`src/rtl/gamma_pkg.sv`:
```
// gamma_pkg: shared definitions for the programmable gamma LUT.
//   GAMMA_DW / GAMMA_AW / GAMMA_DEPTH : pixel width, table address width, depth
//   commit_state_e                    : bank-swap commit state encoding
//   gamma_identity()                  : identity curve (bypass mapping)
package gamma_pkg;

  localparam int unsigned GAMMA_DW    = 6;
  localparam int unsigned GAMMA_AW    = 6;
  localparam int unsigned GAMMA_DEPTH = 2 ** GAMMA_AW;

  typedef enum logic {
    IDLE = 1'b0,
    PEND = 1'b1
  } commit_state_e;

  function automatic logic [GAMMA_DW-1:0] gamma_identity(input int unsigned idx);
    return GAMMA_DW'(idx);
  endfunction

endpackage

```
`src/rtl/gamma_lut_bank.sv`:
```
// gamma_lut_bank: 2**AW x DW table RAM, synchronous write, registered read.
// Contents are not reset; only the read register is.
// Optional macro GAMMA_LUT_READBACK_EN adds a second registered read port.
// Ports:
//   clk, rst_n            clock, async active-low reset (read registers)
//   we_i/waddr_i/wdata_i  write port
//   re_i/raddr_i/rdata_o  read port; rdata_o updates only when re_i=1
//   rb_re_i/rb_addr_i/rb_data_o  readback port (GAMMA_LUT_READBACK_EN)
module gamma_lut_bank #(
  parameter int unsigned DW = 6,
  parameter int unsigned AW = 6
) (
  input  logic          clk,
  input  logic          rst_n,
  input  logic          we_i,
  input  logic [AW-1:0] waddr_i,
  input  logic [DW-1:0] wdata_i,
  input  logic          re_i,
  input  logic [AW-1:0] raddr_i,
  output logic [DW-1:0] rdata_o
`ifdef GAMMA_LUT_READBACK_EN
  ,
  input  logic          rb_re_i,
  input  logic [AW-1:0] rb_addr_i,
  output logic [DW-1:0] rb_data_o
`endif
);

  logic [DW-1:0] mem_q [2**AW];
  logic [DW-1:0] rdata_q;

  always_ff @(posedge clk) begin
    if (we_i) mem_q[waddr_i] <= wdata_i;
  end

  // Read register holds when not enabled, which keeps a stalled pixel stable.
  always_ff @(posedge clk or negedge rst_n) begin
    if (!rst_n)    rdata_q <= '0;
    else if (re_i) rdata_q <= mem_q[raddr_i];
  end

  assign rdata_o = rdata_q;

`ifdef GAMMA_LUT_READBACK_EN
  logic [DW-1:0] rb_data_q;

  always_ff @(posedge clk or negedge rst_n) begin
    if (!rst_n)       rb_data_q <= '0;
    else if (rb_re_i) rb_data_q <= mem_q[rb_addr_i];
  end

  assign rb_data_o = rb_data_q;
`endif

endmodule

```
`src/rtl/gamma_lut_prog.sv`:
```
// gamma_lut_prog: programmable double-buffered gamma LUT for one colour channel.
// Firmware fills the shadow bank through cfg_wr_*, requests a swap with
// cfg_commit, and the swap happens on the next frame_start. Pixels pass
// unchanged until the first curve is committed. 1-cycle valid/ready pipeline.
// Optional macro GAMMA_LUT_READBACK_EN adds rb_en/rb_addr/rb_data_o/rb_valid_o
// reading the active bank one cycle after rb_en.
// Ports:
//   cfg_start/cfg_wr_en/cfg_wr_data/cfg_full_o    shadow-bank write port
//   cfg_commit/cfg_pending_o/frame_start          bank swap control
//   pix_valid_i/pix_data_i/pix_ready_o            input pixel stream
//   pix_valid_o/pix_data_o/pix_ready_i            output pixel stream
module gamma_lut_prog
  import gamma_pkg::*;
#(
  parameter int unsigned DW = GAMMA_DW,
  parameter int unsigned AW = GAMMA_AW
) (
  input  logic          clk,
  input  logic          rst_n,
  input  logic          cfg_start,
  input  logic          cfg_wr_en,
  input  logic [DW-1:0] cfg_wr_data,
  output logic          cfg_full_o,
  input  logic          cfg_commit,
  output logic          cfg_pending_o,
  input  logic          frame_start,
  input  logic          pix_valid_i,
  input  logic [DW-1:0] pix_data_i,
  output logic          pix_ready_o,
  output logic          pix_valid_o,
  output logic [DW-1:0] pix_data_o,
  input  logic          pix_ready_i
`ifdef GAMMA_LUT_READBACK_EN
  ,
  input  logic          rb_en,
  input  logic [AW-1:0] rb_addr,
  output logic [DW-1:0] rb_data_o,
  output logic          rb_valid_o
`endif
);

  commit_state_e state_q, state_d;
  logic [AW-1:0] wptr_q;
  logic          full_q;
  logic          sel_q;      // active bank select
  logic          loaded_q;   // a curve has been committed
  logic          valid_q;
  logic          rd_sel_q;   // bank select captured with the pixel
  logic          rd_lut_q;   // loaded captured with the pixel
  logic [DW-1:0] byp_q;
  logic          swap, wr_fire, accept;
  logic [DW-1:0] rdata0, rdata1;

  // ---- commit FSM ----
  always_ff @(posedge clk or negedge rst_n) begin
    if (!rst_n) state_q <= IDLE;
    else        state_q <= state_d;
  end

  always_comb begin
    state_d = state_q;
    swap    = 1'b0;
    wr_fire = 1'b0;
    unique case (state_q)
      IDLE: begin
        wr_fire = !cfg_start && cfg_wr_en && !full_q;
        if (cfg_commit && full_q) state_d = PEND;
      end
      PEND: begin
        if (frame_start) begin
          swap    = 1'b1;
          state_d = IDLE;
        end
      end
      default: state_d = IDLE;
    endcase
  end

  assign cfg_pending_o = (state_q == PEND);
  assign cfg_full_o    = full_q;

  // ---- write pointer, bank select ----
  always_ff @(posedge clk or negedge rst_n) begin
    if (!rst_n) begin
      wptr_q   <= '0;
      full_q   <= 1'b0;
      sel_q    <= 1'b0;
      loaded_q <= 1'b0;
    end else if (swap) begin
      sel_q    <= ~sel_q;
      loaded_q <= 1'b1;
      full_q   <= 1'b0;
      wptr_q   <= '0;
    end else if (state_q == IDLE) begin
      if (cfg_start) begin
        wptr_q <= '0;
        full_q <= 1'b0;
      end else if (wr_fire) begin
        // Pointer parks on the last address instead of wrapping.
        if (wptr_q == AW'(2**AW - 1)) full_q <= 1'b1;
        else                          wptr_q <= wptr_q + 1'b1;
      end
    end
  end

  // ---- pixel pipeline ----
  assign accept      = pix_valid_i && pix_ready_o;
  assign pix_ready_o = !valid_q || pix_ready_i;

  always_ff @(posedge clk or negedge rst_n) begin
    if (!rst_n) begin
      valid_q  <= 1'b0;
      rd_sel_q <= 1'b0;
      rd_lut_q <= 1'b0;
      byp_q    <= '0;
    end else begin
      if (accept) begin
        valid_q  <= 1'b1;
        rd_sel_q <= sel_q;
        rd_lut_q <= loaded_q;
        byp_q    <= pix_data_i;
      end else if (pix_ready_i) begin
        valid_q  <= 1'b0;
      end
    end
  end

  // The bank read registers form the output stage; they and the captured
  // select/bypass registers all update only on accept, so a stall holds data.
  assign pix_valid_o = valid_q;
  assign pix_data_o  = !rd_lut_q ? byp_q : (rd_sel_q ? rdata1 : rdata0);

`ifdef GAMMA_LUT_READBACK_EN
  logic          rb_valid_q, rb_sel_q;
  logic [DW-1:0] rb0, rb1;

  always_ff @(posedge clk or negedge rst_n) begin
    if (!rst_n) begin
      rb_valid_q <= 1'b0;
      rb_sel_q   <= 1'b0;
    end else begin
      rb_valid_q <= rb_en;
      if (rb_en) rb_sel_q <= sel_q;
    end
  end

  assign rb_valid_o = rb_valid_q;
  assign rb_data_o  = rb_sel_q ? rb1 : rb0;
`endif

  // Shadow bank is the one not selected.
  gamma_lut_bank #(.DW(DW), .AW(AW)) u_bank0 (
    .clk      (clk),
    .rst_n    (rst_n),
    .we_i     (wr_fire && sel_q),
    .waddr_i  (wptr_q),
    .wdata_i  (cfg_wr_data),
    .re_i     (accept),
    .raddr_i  (pix_data_i[AW-1:0]),
    .rdata_o  (rdata0)
`ifdef GAMMA_LUT_READBACK_EN
    ,
    .rb_re_i  (rb_en),
    .rb_addr_i(rb_addr),
    .rb_data_o(rb0)
`endif
  );

  gamma_lut_bank #(.DW(DW), .AW(AW)) u_bank1 (
    .clk      (clk),
    .rst_n    (rst_n),
    .we_i     (wr_fire && !sel_q),
    .waddr_i  (wptr_q),
    .wdata_i  (cfg_wr_data),
    .re_i     (accept),
    .raddr_i  (pix_data_i[AW-1:0]),
    .rdata_o  (rdata1)
`ifdef GAMMA_LUT_READBACK_EN
    ,
    .rb_re_i  (rb_en),
    .rb_addr_i(rb_addr),
    .rb_data_o(rb1)
`endif
  );

endmodule

```
`config.mk`:
```
export PLATFORM = sky130hd
export DESIGN_NAME = gamma_lut_prog
export DESIGN_NICKNAME = d
export VERILOG_FILES = /design/src/rtl/gamma_pkg.sv /design/src/rtl/gamma_lut_bank.sv /design/src/rtl/gamma_lut_prog.sv
export SDC_FILE = /design/constraint.sdc
export NUM_CORES = 1
export LEC_CHECK = 0
export CORE_ASPECT_RATIO = 0.8
export CORE_MARGIN = 2
export CORE_UTILIZATION = 50
export CTS_CLUSTER_SIZE = 14
export DETAILED_ROUTE_END_ITERATION = 6
export PLACE_DENSITY = 0.66
export SLEW_MARGIN = 0
export SYNTH_ARGS = -nofsm -noshare
export SYNTH_HDL_FRONTEND = slang
export SYNTH_HIERARCHICAL = 1
export SYNTH_SLANG_ARGS = --single-unit
```
`constraint.sdc`:
```
create_clock -name clk -period 3.65 [get_ports clk]
set_input_delay 0.365 -clock clk [delete_from_list [all_inputs] [get_ports clk]]
set_output_delay 0.365 -clock clk [all_outputs]
set_load 0.1 [all_outputs]
```
After elaboration in Yosys (flattened, before gate mapping)
Memories as Yosys holds them, arrays and structs flattened. A register that Yosys moved wholly into a read port is not among the register bits.
Cells that the tools add are included.
- flip-flop bits (word level): 19
- memory bits (writable): 768
- input bits: 20
- output and inout bits: 10
- word-level logic and storage cells: 59
- memories kept: 2
- add/sub/neg operators: 1
- equal/unequal tests: 3
- mux-type cells: 24
- bitwise logic cells: 2
- reductions and logical operators: 18
- memories (name ; words ; bits a word ; rd ports ; clocked after Yosys merged registers in ; wr ports ; line ; RTL):
    u_bank0.mem_q ; 64 ; 6 ; 1 ; 1 ; 1 ; gamma_lut_bank.sv:29 ; logic [DW-1:0] mem_q [2**AW];
    u_bank1.mem_q ; 64 ; 6 ; 1 ; 1 ; 1 ; gamma_lut_bank.sv:29 ;
- operators with widths (operator ; number):
    6-bit two-way mux ; 7
    1-bit two-way mux ; 16
    6-bit by 1-bit adder with 6-bit output, second input constant ; 1
    6-bit equality test, second input constant ; 1
    1-bit logical AND ; 6
    1-bit logical NOT ; 6
    3-bit AND reduction ; 2
    3-bit nonzero test ; 2
    3-bit inequality test, second input constant ; 1
    2-bit by 1-bit inequality test with 1-bit output, second input constant ; 1
    1-bit NOT ; 2
    1-bit one-hot mux with 2 select lines ; 1
    2-bit nonzero test ; 1
    1-bit logical OR ; 1

Longest topological paths before layout
Gate-level depths: netlist of the first run.
- word-level depth: 8
- gate-level depth with buffers: 8
- depth with buffers taken out: 6

Hierarchy
The synthesis of the first run kept the hierarchy.
- by module, submodules not included (module ; times used ; cells an instance ; area each (um^2) ; sequential area each (um^2)):
    gamma_lut_bank ; 2 ; 728 ; 15436.1 ; 11681.2
    gamma_lut_prog ; 1 ; 96 ; 998.5 ; 475.5

Least setup slack after synthesis of the first run
OpenSTA, ideal clock, no wires.
- path kind: register to register
- from: reg valid_q (netlist: pix_valid_o)
- to: reg u_bank0.rdata_q[4] (netlist: u_bank0/rdata_o[4]), read port of u_bank0.mem_q
- setup time: 142 ps
- data arrival time: 2948 ps
- required time: 3508 ps
- path slack: 560 ps
- stages on the path, launching flop included: 9
- path buffers: 2
- period minus slack after synthesis: 3090 ps
- path through: dfrtp_1 > nand2b_1 > nand2_1 > inv_1 > buf_4 > and2_1 > buf_4 > nand3_1 > o221ai_1
- longest elaborated chain between the ends: 3
- ends and longest elaborated chain (element ; line ; RTL):
    start, declared ; gamma_lut_prog.sv:47 ; logic valid_q;
    start signal, assigned ; gamma_lut_prog.sv:112 ; valid_q <= 1'b0;
    start signal, assigned ; gamma_lut_prog.sv:118 ; valid_q <= 1'b1;
    start signal, assigned ; gamma_lut_prog.sv:123 ; valid_q <= 1'b0;
    1-bit logical NOT ; gamma_lut_prog.sv:108 ; assign pix_ready_o = !valid_q || pix_ready_i;
    1-bit logical OR ; gamma_lut_prog.sv:108 ;
    named net pix_ready_o ; gamma_lut_prog.sv:29 ; output logic pix_ready_o,
    1-bit logical AND ; gamma_lut_prog.sv:107 ; assign accept = pix_valid_i && pix_ready_o;
    named net accept ; gamma_lut_prog.sv:51 ; logic swap, wr_fire, accept;
    end, declared ; gamma_lut_bank.sv:30 ; logic [DW-1:0] rdata_q;
The timed path passes the listed nets, and every way through them passes these cells.
A chain may end at the register's enable or synchronous reset.

Worst setup path after layout of the first run
- from: reg state_q (netlist: cfg_pending_o)
- to: mem u_bank0.mem_q[14][0], enable pin
- longest elaborated chain between the ends: 4
- ends and longest elaborated chain (element ; line ; RTL):
    start, declared ; gamma_lut_prog.sv:42 ; commit_state_e state_q, state_d;
    start signal, assigned ; gamma_lut_prog.sv:57 ; else state_q <= state_d;
    1-bit two-way mux ; gamma_lut_prog.sv:64 ; unique case (state_q)
    1-bit logical AND ; gamma_lut_prog.sv:155 ; .we_i (wr_fire && sel_q),
    1-bit two-way mux ; gamma_lut_bank.sv:33 ; if (we_i) mem_q[waddr_i] <= wdata_i;
    1-bit two-way mux (not written as such) ; gamma_lut_bank.sv:33 ;
    end, declared ; gamma_lut_bank.sv:29 ;
No other way between the ends.

==> summary.md, run 1 <==
| Metric | Value |
|---|---|
| CP Capture Type | `flop` |
| Die ar. | `65790 sq um` |
| Initial DRT Pass Iterations | `5` |
| CP required | `3.89 ns` |
| Setup_tns | `0 ns` |
| Syn nets | `1573` |
| Post-synth top area share | `72.36%` |
| Crit Path Max Fanout | `9` |
| Clock Latency Late Sink | `0.61 ns` |
| Worst vdd ir | `0.0004102 V` |
| Hold Path Stages | `1` |
| WL/cell | `26.26 microns` |
| PostCTS Resize Cnt | `0` |
| Clock transition at the registers of the reported paths | `0.06 ns` |
| CP bufs+invs | `1` |
| Largest family of logic cells by synthesized area | `multiplexers` |
| Detailed Place HPWL | `41760 microns` |
| Worst-case clock buffer depth | `3` |
| RSZ-0062 raised after global routing | `false` |
| Synth Area in Simple Gates | `3.588%` |
| Max incr delay on CP | `0.58 ns` |
| Clock sink count | `799` |
| R2R cell count | `6` |
| Max Clock Freq | `330.2 MHz` |
| Count of endpoints failing hold in the final timing report | `0` |
| Vias in the first global route | `15560` |
| Area leader, netlist | `edfxtp_1` |
| Pin count of the biggest net entering global routing | `109` |
| Clk_skew | `0.01662 ns` |
| Final Util | `57.39%` |
| Row count | `82` |
| Worst path slowest cell | `nor2_1` |
| Crit path max-delay family | `simple AND/OR/NAND/NOR gates` |
| Period minus WS final | `3.029 ns` |
| Sequential fraction of the synthesis area | `74.80%` |
| Synth Area in XOR/XNOR | `0.05496%` |
| Final setup vio count | `0` |
| Initial Util | `50.76%` |
| Leakage power | `11.65 nW` |
| Hold Crit Class | `input pin to flop` |
| I/O Buffers | `29` |
| GRT Total Usage | `21.04%` |
| Total power | `18.99 mW` |
| Routability cong. | `0.8180` |
| Stages on worst setup path | `6` |
| Synth Area in Compound Gates | `2.446%` |
| Syn Area/Cell | `20.54 sq um` |
| CP arrival | `3.27 ns` |
| Ys async rst share | `3.880%` |
| Critical path, cell by cell | `nor4b_1 > buf_4 > and2_1 > nor2b_1 > nand3_1 > nor2_1` |
| Initial antenna violation count | `1` |
| Worst-Margin Slew | `1.124 ns` |
| Ports | `30` |
| Post-synthesis adder-cell area fraction | `0.03926%` |
| Remaining Overflow, GRT | `0` |
| Period utilization | `82.98%` |
| Synthesis Warnings | `6` |
| Worst slew margin | `25.09%` |
| Post-synthesis mux area share | `17.15%` |
| Area contributors post-synth | `edfxtp_1 (72%), mux4_2 (10%), mux4_1 (2.6%), dfrtp_1 (2.4%), mux2i_1 (2.1%)` |
| Root Buffer | `clkbuf_16` |
| Max cap viols | `0` |
| DRT antenna net count | `0` |
| Post-Synthesis Cells | `1552` |
| Nets | `1709` |
| Via density | `6.033` |
| Layout area overhead | `13.07%` |
| Height of the die | `229.8 microns` |
| Core Region | `62790 sq um` |
| CTS tree | `done` |
| Fillers | `4584` |
| EDFF count, synth | `768` |
| H-tree depth | `3` |
| Setup CP Type | `flop to flop` |
| Number of synthesized register bits | `799` |
| Via count | `15610` |
| First-pass GRT wire length | `101800 microns` |
| CTS buffer count | `77` |
| Post-Synthesis Cell Area | `31870 sq um` |
| Max-slew violation count | `0` |
| Status | `completed` |
| Post-synth cell types | `49` |
| Initial DRC count | `1815` |
| Die Width | `286.3 microns` |
| Total Wirelength | `67930 microns` |
| Setup crit start kind | `flop` |
| Pwr Density | `526.9 nW/um^2` |
| Ys flop type | `edfxtp_1` |
| Share of layout cells above drive strength 1 | `25.89%` |
| Drt drc | `0` |
[final timing paths]
check,from,end,slack (ns)
setup / recovery,cfg_pending_o,u_bank0/mem_q[14][0],0.62
hold / removal,cfg_wr_data[1],u_bank0/mem_q[50][1],0.31
setup reg to reg,cfg_pending_o,u_bank0/mem_q[14][0],0.62
hold reg to reg,byp_q[1],byp_q[1],0.51
max in group asynchronous,rst_n,u_bank0/rdata_o[3],2.65
min in group asynchronous,rst_n,cfg_pending_o,0.41
[timing repair]
action / in CTS / in global routing
setup buffers: 0 / 0
hold buffers: 1 / 0
hold endpoints to repair: 31 / 0
[through the flow]
step	area (sq um)	setup slack [ns]	std cells	hold WS, ns
final	36030	0.6211	2587	0.3081
after global routing	36030	0.4329	2587	0.3328
after CTS	36030	0.6389	2586	0.2984
after detailed placement	33570	0.2284	2448	0.4940
after global placement	33570	0.2989	2448	0.4907
after floorplan	31870	0.5598	1552	0.06941
[cell type report]
class	count	area [sq um]	area share (%)
sequential	799	23840	66.15
antenna	1	2.502	0.006944
inverter	16	60.06	0.1667
multi-input combinational	656	7418	20.59
tap	840	1051	2.917
clock buffer	97	2044	5.674
clock inverter	40	407.9	1.132
timing repair buffer	138	1212	3.365
[state kept, by name, summed over array words and instances, names as in the netlist]
name	flops
cfg_full_o	1
u_bank1/mem_q	384
sel_q	1
rd_lut_q	1
pix_valid_o	1
wptr_q	6
u_bank0/rdata_o	6
loaded_q	1
u_bank0/mem_q	384
byp_q	6
cfg_pending_o	1
rd_sel_q	1
u_bank1/rdata_o	6
[cells in the final DEF (no fill, tap or decap), drive strengths merged, types with 3 or more instances in the layout]
cell type and count:
a21oi 8, a221oi 12, a22oi 24, a31oi 4, and2 5, buf 124
bufinv 8, clkbuf 98, clkdlybuf4s50 12, clkinv 24, clkinvlp 7, dfrtp 31
edfxtp 768, inv 17, mux2 56, mux2i 66, mux4 180, nand2 20
nand2b 13, nand3 27, nand3b 4, nand4 3, nor2 156, nor2b 9
nor3 7, o21ai 4, o221ai 24, o22ai 12, or3 4
[power breakdown]
group | internal [mW] | switching [mW]
registers | 10.1 | 0.0664
logic | 0.396 | 0.669
clock network | 4.54 | 3.23
total | 15.0 | 3.96
[cell families (layout without fill, tap and decap cells)]
| kind of cell | Yosys count | after routing |
|---|---|---|
| other | 0 | 1 |
| and+or+nand+nor | 256 | 256 |
| muxes | 302 | 302 |
| xor gates and xnor gates | 2 | 2 |
| AOI/OAI and AO/OA | 95 | 95 |
| adders and majority gates | 1 | 1 |
| DFF | 799 | 799 |
| buffers and inverters | 97 | 291 |
[cells in the mapped netlist, types with 5 or more instances]
master    instances
nor2b_1           9
buf_4             6
mux2_2           56
inv_1            16
mux2i_1          66
o221ai_1         24
clkbuf_4          6
edfxtp_1        768
clkbuf_1         26
buf_6            14
and2_1            5
o22ai_1          12
a21oi_1           8
dfrtp_1          31
a22oi_1          24
nor2_1          156
nand3_1          27
a221oi_2          8
nand2_1          20
mux4_2          148
buf_2            18
mux4_1           32
nand2b_1         13
nor3_1            7
[metal layers]
layer | track usage (%) | share of wire (%) | up-vias
li1 | - | - | 6680
met1 | 32.39 | 46 | 8217
met2 | 30.64 | 45 | 619
met3 | 4.871 | 7.6 | 91
met4 | 5.236 | 1.9 | 0
met5 | 0 | 0 | -
No activity file was read; power rests on OpenSTA's default activity.
==> run 2: changes to the inputs <==
==> constraint.sdc (replaced) <==
create_clock -name clk -period 2.83 [get_ports clk]
set_input_delay 0.283 -clock clk [delete_from_list [all_inputs] [get_ports clk]]
set_output_delay 0.283 -clock clk [all_outputs]
set_load 0.1 [all_outputs]
==> summary.md, run 2 (synthesis gave the netlist of run 1 again) <==
| Metric | Value |
|---|---|
| Max incr delay on CP | `0.53 ns` |
| Final Util | `59.04%` |
| GRT Total Usage | `21.58%` |
| CTS buffer count | `77` |
| Switching Share | `20.72%` |
| Max-slew violation count | `0` |
| Remaining Overflow, GRT | `0` |
| Initial Util | `50.76%` |
| Max Clock Freq | `373.6 MHz` |
| Worst slew margin | `39.12%` |
| Clock Latency Late Sink | `0.63 ns` |
| Clock sink count | `799` |
| First-pass GRT wire length | `104100 microns` |
| Die ar. | `65790 sq um` |
| M1 wire length | `31720 microns` |
| Worst-case clock buffer depth | `3` |
| PostCTS Resize Cnt | `0` |
| Clk pwr share | `41.9%` |
| Crit Path Max Fanout | `9` |
| Core Region | `62790 sq um` |
| Critical path, cell by cell | `or4b_4 > nor2_1 > nor2b_1 > nand2_1 > nor2_1 > buf_4` |
| Status | `completed` |
| Nets | `1812` |
| CP Capture Type | `flop` |
| Commonest non-fill, non-tap cell in the layout | `edfxtp_1` |
| Setup crit start kind | `flop` |
| Combinational power share | `5.8%` |
| Clock transition at the registers of the reported paths | `0.06 ns` |
| Die Width | `286.3 microns` |
| Met2 WL | `31290 microns` |
| Sequential Power Share | `52.3%` |
| Initial DRT Pass Iterations | `5` |
| Detailed Place HPWL | `44260 microns` |
| Row count | `82` |
| Final setup vio count | `0` |
| Setup_tns | `0 ns` |
| RSZ-0062 raised after global routing | `false` |
| Share of layout cells above drive strength 1 | `30.37%` |
| WL/cell | `25.79 microns` |
| Ports | `30` |
| Worst-Margin Slew | `0.9132 ns` |
| Layout area overhead | `16.32%` |
| Initial DRC count | `1920` |
| Count of endpoints failing hold in the final timing report | `0` |
| Via density | `5.955` |
| Routability cong. | `0.8103` |
| Hold Path Stages | `1` |
| Hold Crit Class | `input pin to flop` |
| Top Layer Used | `met4` |
| Total Wirelength | `69470 microns` |
| Drt drc | `0` |
| Period minus WS final | `2.677 ns` |
| Biggest regs | `u_bank0/mem_q x384, u_bank1/mem_q x384` |
| Clk_skew | `0.02495 ns` |
| Root Buffer | `clkbuf_16` |
| Worst vdd ir | `0.0004701 V` |
| DRT antenna net count | `0` |
| Leakage power | `12.32 nW` |
| Height of the die | `229.8 microns` |
| H-tree depth | `3` |
| Cell Int Power | `19.84 mW` |
| CTS tree | `done` |
| R2R cell count | `6` |
| Period utilization | `94.59%` |
| I/O Buffers | `29` |
| Via count | `16040` |
| Antenna cells | `0` |
| CP arrival | `3.00 ns` |
| CP required | `3.15 ns` |
| Max cap viols | `0` |
| Worst path slowest cell | `or4b_4` |
| Fillers | `4438` |
| Psw | `5.187 mW` |
| Vias in the first global route | `16270` |
| Pwr Density | `675.1 nW/um^2` |
| Cell mode on critical path | `nor2_1` |
| Initial antenna violation count | `0` |
| Met3 WL | `5092 microns` |
| Pin count of the biggest net entering global routing | `81` |
| Most frequent cells in the layout | `edfxtp_1 (768), buf_4 (209), nor2_1 (156)` |
| Setup CP Type | `flop to flop` |
run 2: worst paths after layout:
| kind | slack [ns] | to | startpoint |
|---|---|---|---|
| setup / recovery | 0.15 | u_bank1/mem_q[44][1] | cfg_pending_o |
| min in group asynchronous | 0.31 | wptr_q[0] | rst_n |
| max in group asynchronous | 1.92 | cfg_pending_o | rst_n |
| hold reg to reg | 0.48 | loaded_q | loaded_q |
| setup reg to reg | 0.15 | u_bank1/mem_q[44][1] | cfg_pending_o |
| hold / removal | 0.09 | u_bank1/mem_q[43][0] | cfg_wr_data[0] |
run 2: through the flow:
stage | power, mW | area, sq um | worst slack (ns) | hold slack [ns] | cells
after floorplan | 14.18 | 31890 | 0.1084 | -0.01259 | 1552
final | 25.03 | 37070 | 0.1532 | 0.08611 | 2694
after global routing | 25.79 | 37070 | 0.02074 | 0.07704 | 2694
after CTS | 25.24 | 37070 | 0.1716 | 0.06199 | 2694
after global placement | 14.75 | 34450 | -0.05968 | 0.4205 | 2551
after detailed placement | 14.78 | 34450 | -0.1080 | 0.4306 | 2551
run 2: final cells by class:
class	instances	area, sq um	area share, %
clock inverters	30	394.1	1.063
clock buffers	112	2213	5.971
flip-flops and latches	799	23840	64.31
repair buffers	241	2074	5.596
well taps	840	1051	2.835
inverters	16	60.06	0.1620
multi-input cells	656	7437	20.06
run 2: layer usage:
metal | GRT usage (%) | up-vias
met5 | 0 | -
met2 | 31.62 | 577
met4 | 5.317 | 0
met1 | 33.57 | 8468
li1 | - | 6896
met3 | 4.256 | 101
run 2: worst max-delay path: cells and delay by family (launching register included):
kind,cells,cell delay [ns]
buffers and inverters,1,0.18
DFF,1,0.46
and+or+nand+nor,5,1.74
run 2: power groups by stage:
stage	Combinational (mW)	Clock [mW]	Sequential [mW]
2_1_floorplan	0.865	0	13.3
3_3_place_gp	1.42	0	13.3
3_5_place_dp	1.44	0	13.3
4_1_cts	1.45	10.7	13.1
5_1_grt	1.54	11.2	13.1
6_report	1.44	10.5	13.1
run 2: timing repair:
action / CTS / global route
setup buffers: 0 / 0
setup endpoints to repair: 0 / 0
endpoints found under the hold margin: 31 / 0
hold buffers: 1 / 0
